===== config.mk =====
export PLATFORM = sky130hd
export DESIGN_NAME = pipe_hazard_ctrl
export DESIGN_NICKNAME = d
export VERILOG_FILES = /design/src/rtl/pipe_hazard_ctrl_pkg.sv /design/src/rtl/pipe_hazard_ctrl_sat_counter.sv /design/src/rtl/pipe_hazard_ctrl.sv
export SDC_FILE = /design/constraint.sdc
export NUM_CORES = 1
export LEC_CHECK = 0
export ABC_AREA = 1
export ABC_CLOCK_PERIOD_IN_PS = 2300
export BUFFER_PORTS_ARGS = -buffer_cell sky130_fd_sc_hd__buf_2
export CAP_MARGIN = 20
export CORE_ASPECT_RATIO = 0.6
export CORE_MARGIN = 1
export CORE_UTILIZATION = 45
export CTS_CLUSTER_DIAMETER = 150
export DETAILED_ROUTE_END_ITERATION = 16
export PLACE_DENSITY = 0.67
export SETUP_SLACK_MARGIN = 0.3
export SLEW_MARGIN = 20
export SYNTH_ARGS = -nofsm -noshare
export SYNTH_HDL_FRONTEND = slang
export SYNTH_SLANG_ARGS = --single-unit

===== constraint.sdc =====
create_clock -name clk -period 2.3 [get_ports clk]
set_clock_uncertainty 0.1 [all_clocks]
set_input_delay 0.23 -clock clk [delete_from_list [all_inputs] [get_ports clk]]
set_output_delay 0.23 -clock clk [all_outputs]
set_load 0.05 [all_outputs]

===== src/rtl/pipe_hazard_ctrl_pkg.sv =====
// pipe_pkg: shared types and constants for the pipeline hazard controller
package pipe_pkg;
    localparam int REG_W_DEF = 5;
    localparam int CNT_W_DEF = 16;
    localparam logic [REG_W_DEF-1:0] ZERO_REG = '0;

    typedef enum logic [1:0] {RUN = 2'd0, STALL = 2'd1, FREEZE = 2'd2} state_t;

    typedef struct packed {
        logic                 valid;
        logic [REG_W_DEF-1:0] dst;
    } sb_entry_t;

    function automatic logic sb_hit(sb_entry_t e, logic [REG_W_DEF-1:0] src, logic en);
        return en && e.valid && src != ZERO_REG && e.dst == src;
    endfunction
endpackage


===== src/rtl/pipe_hazard_ctrl_sat_counter.sv =====
// sat_counter: up-counter that sticks at all-ones
module sat_counter #(
    parameter int W = 16
) (
    input  logic         clk,
    input  logic         rst_n,
    input  logic         inc,
    output logic [W-1:0] out
);
    always_ff @(posedge clk)
        out <= !rst_n ? '0 : (inc && !(&out)) ? out + 1'b1 : out;
endmodule


===== src/rtl/pipe_hazard_ctrl.sv =====
// pipe_hazard_ctrl: RAW stall, branch flush and freeze sequencing for a 5-stage pipeline
module pipe_hazard_ctrl
    import pipe_pkg::*;
#(
    parameter int REG_W = REG_W_DEF,
    parameter int CNT_W = CNT_W_DEF
) (
    input  logic             clk,
    input  logic             rst_n,
    input  logic [REG_W-1:0] idRs,
    input  logic [REG_W-1:0] idRt,
    input  logic             idUsesRs,
    input  logic             idUsesRt,
    input  logic [REG_W-1:0] idDst,
    input  logic             idRegWrite,
    input  logic             branchTaken,
    input  logic             freezeReq,
    output logic             pcWrite,
    output logic             ifidWrite,
    output logic             ifidFlush,
    output logic             idexBubble,
    output logic             exmemFlush,
    output logic             pipeEn,
    output logic [1:0]       state,
    output logic [CNT_W-1:0] stallCycles,
    output logic [CNT_W-1:0] flushEvents
);
    sb_entry_t sb_ex, sb_mem;
    state_t    st, st_n;
    logic      hazard, flush, stall;

    assign hazard = sb_hit(sb_ex, idRs, idUsesRs) || sb_hit(sb_mem, idRs, idUsesRs) ||
                    sb_hit(sb_ex, idRt, idUsesRt) || sb_hit(sb_mem, idRt, idUsesRt);
    assign flush  = !freezeReq && branchTaken;
    assign stall  = !freezeReq && !branchTaken && hazard;

    assign pcWrite    = !freezeReq && !stall;
    assign ifidWrite  = !freezeReq && !stall;
    assign ifidFlush  = flush;
    assign idexBubble = flush || stall;
    assign exmemFlush = flush;
    assign pipeEn     = !freezeReq;
    assign state      = st;

    always_comb st_n = freezeReq ? FREEZE : stall ? STALL : RUN;

    // a stalled or flushed ID slot enters EX as a bubble, so it never becomes a writer
    always_ff @(posedge clk) begin
        if (!rst_n) begin
            sb_ex  <= '0;
            sb_mem <= '0;
            st     <= RUN;
        end else begin
            st <= st_n;
            if (!freezeReq) begin
                sb_mem <= flush ? '0 : sb_ex;
                sb_ex  <= (flush || stall) ? '0 :
                          sb_entry_t'{valid: idRegWrite && idDst != ZERO_REG, dst: idDst};
            end
        end
    end

    sat_counter #(.W(CNT_W)) u_stall (.clk(clk), .rst_n(rst_n), .inc(stall), .out(stallCycles));
    sat_counter #(.W(CNT_W)) u_flush (.clk(clk), .rst_n(rst_n), .inc(flush), .out(flushEvents));
endmodule


==> summary.txt <==
Status
  – Status: finished clean

Critical path
  – CP Capture Type: primary output
  – Required time worst endpoint: 1.97 ns
  – Critical path class: flop to primary output
  – Critical Path Fanout Max: 4
  – CP arrival: 1.64 ns
  – Startpoint Class: flop

STA
  – Setup TNS: 0 ns
  – Worst slew pin tran: 0.480 ns
  – Period utilization: 85.5%
  – Final Max Tran Viols: 0
  – Final Hold Fails: 0
  – Final setup violation count: 0
  – Min Tclk post-route: 1.97 ns
  – RSZ-0062 raised after global routing: yes
  – Worst rel slew slack: 67.8%
  – Hold Worst Slack: 0.0934 ns
  – Achievable Freq: 0.509 GHz

Clocking
  – CTS clock-pin slew for the worst setup and hold paths: 0.09 ns
  – CTS sink cnt: 46
  – Root Driver: clkbuf_8
  – Longest Clk Path Bufs: 2
  – Skew-Pair Late Insertion Delay: 0.29 ns
  – H-tree Lvls: 2
  – CTS tree: built
  – CTS buffer count: 5

Detailed routing
  – Drt total wl: 7550 µm
  – Remaining DRCs: 0
  – Vias: 2,911
  – Initial DRC count: 193
  – Routed WL per cell: 13.2 µm
  – Vias per std cell: 5.10
  – DRT Pass-1 Iters: 5
  – Routed Antenna Nets: 0

Place
  – Gpl congestion: 0.879
  – I/O Buffers: 61
  – Post-DP HPWL: 5490 µm

Global routing
  – GR Util All Layers: 23.8%
  – Initial antenna violation count: 0
  – Vias in the first global route: 2,397
  – Grt ovf: 0
  – Pin count of the biggest net entering global routing: 22
  – Global-route wire length before repair: 11,500 µm

Finish
  – Most common cell after layout, fill and taps aside: nand2_1
  – # diodes: 0
  – Commonest non-fill, non-tap cells in the layout: nand2_1, buf_2, nor2_1
  – Area Overhead vs Synth: 26.0%
  – Layout cells sized above 1: 27.3%
  – Layout Nets: 514
  – Core Util, Final: 59.8%

Logic synthesis
  – Sequential element share of the synthesized area: 34.3%
  – Mapped Area: 2680 µm²
  – Netlist cell types: 29
  – Synthesis Warnings: 0
  – #FFs+latches synth: 46
  – Mapped Avg Cell Area: 6.40 µm²
  – Post-synthesis async set-or-reset flop share: 0%
  – Synth Flop Type: dfxtp_1
  – Post-synth EDFFs: 0
  – Mapped Cells: 419
  – Syn_nets: 443

Power and ir drop
  – Flop pwr share: 50.4%
  – Maximum vdd drop: 0.328 mV
  – Pleak: 1.54 nW
  – Combinational power share: 13.1%
  – Net switching power: 0.000434 W
  – PD cells: 483 nW/µm²
  – Switching part of the total: 26.6%
  – Cell internal pwr: 0.00120 W
  – Power share of the clock group: 36.5%

Floorplanning
  – # rows: 21
  – Area of the core: 5650 µm²
  – Die width: 102 µm
  – Io pins: 62
  – Die Area: 6280 µm²
  – Initial Util: 47.5%
  – Die span in y: 61.8 µm

Flow run
  – Number of max-cap violations: 0

Hold path
  – Worst min-delay path category: input pin to flop
[repair_timing]
action	4_1_cts	5_1_grt
gates resized for setup	26	18
cloned	0	2
setup buffers	1	7
hold endpoints to repair	0	0
pin swaps	2	11
endpoints found under the setup margin	4	20
hold buffers	0	0
[worst max-delay path, cell delays in order (launching register included)]
cell and delay, ns:
dfxtp_2 0.35, inv_2 0.08, nand2_1 0.06, nand2_2 0.06
nor2_2 0.04, nand3_1 0.06, nand2_1 0.06, nand2_2 0.09
nand2_4 0.08, buf_6 0.13, a21oi_4 0.14, buf_6 0.18
[cells in the mapped netlist, types with 2 or more instances]
| cell type | instances | area share [%] |
|---|---|---|
| o21ai_0 | 9 | 1.7 |
| o21ai_1 | 4 | 0.75 |
| nand2_1 | 132 | 18 |
| inv_1 | 43 | 6.0 |
| xor2_1 | 9 | 2.9 |
| a21oi_1 | 19 | 3.5 |
| nand3_1 | 24 | 4.5 |
| a21oi_2 | 6 | 2.0 |
| o22ai_1 | 7 | 1.6 |
| nand4_1 | 18 | 4.2 |
| dfxtp_1 | 46 | 34 |
| xnor2_1 | 8 | 2.6 |
| buf_4 | 3 | 0.84 |
| o21a_1 | 2 | 0.56 |
| nor2_1 | 55 | 7.7 |
| inv_2 | 4 | 0.56 |
| ha_1 | 2 | 0.93 |
| clkbuf_1 | 7 | 0.98 |
| nor3_1 | 11 | 2.1 |
[final timing paths]
path / startpoint / to / slack, ns / cells past startpoint
worst max register to register: u_stall.out[1]$_SDFFE_PN0P_ / u_stall.out[14]$_SDFFE_PN0P_ / 0.44 / 8
worst min-delay path: idDst[2] / sb_ex[2]$_SDFFE_PN0N_ / 0.09 / 3
worst min register to register: u_flush.out[0]$_SDFFE_PN0P_ / u_flush.out[0]$_SDFFE_PN0P_ / 0.40 / 2
worst max-delay path: sb_ex[0]$_SDFFE_PN0N_ / ifidWrite / 0.33 / 11
[logic make-up after synthesis]
group | Yosys count | synth area share, %
xor+xnor | 17 | 5.55
buf+inv | 60 | 9.14
compound gates | 47 | 10.1
fa+ha+maj | 2 | 0.933
flops | 46 | 34.3
simple gates | 247 | 39.9
[power groups by stage]
stage | Clock (W) | Sequential (W) | Combinational, W
3_5_place_dp | 0 | 0.000840 | 0.000190
4_1_cts | 0.000611 | 0.000822 | 0.000197
5_1_grt | 0.000656 | 0.000826 | 0.000236
3_3_place_gp | 0 | 0.000839 | 0.000187
2_1_floorplan | 0 | 0.000854 | 0.000112
6_report | 0.000596 | 0.000823 | 0.000214
[stage by stage]
stage               power [W]  worst slack [ns]  area [µm²]  std cells
floorplan            0.000966             0.313        2700        419
global placement      0.00103             0.412        3080        553
detailed placement    0.00103             0.296        3080        553
CTS                   0.00163             0.324        3250        562
global route          0.00172             0.221        3380        571
finish                0.00163             0.334        3380        571
[metal layers]
metal | part of all wire, % | vias up | global-route usage (%)
li1 | - | 1491 | -
met1 | 50 | 1336 | 34.0
met2 | 43 | 82 | 37.1
met3 | 6.8 | 2 | 6.15
met4 | 0.28 | 0 | 3.11
met5 | 0 | - | 0
[final cells by class]
cell class                      instances  area (µm²)
Timing Repair Buffer                   75         437
Multi-Input combinational cell        315        1610
Inverter                               47         184
Clock buffer                            5        68.8
Fill cell                             532        2270
Sequential cell                        46         942
Tap cell                               80         100
Clock inverter                          3        40.0
[sequential cells by signal, summed over array words and instances (netlist names)]
name	cells
state	2
u_flush.out	16
sb_mem	6
sb_ex	6
u_stall.out	16
No activity file was read; power rests on OpenSTA's default activity.
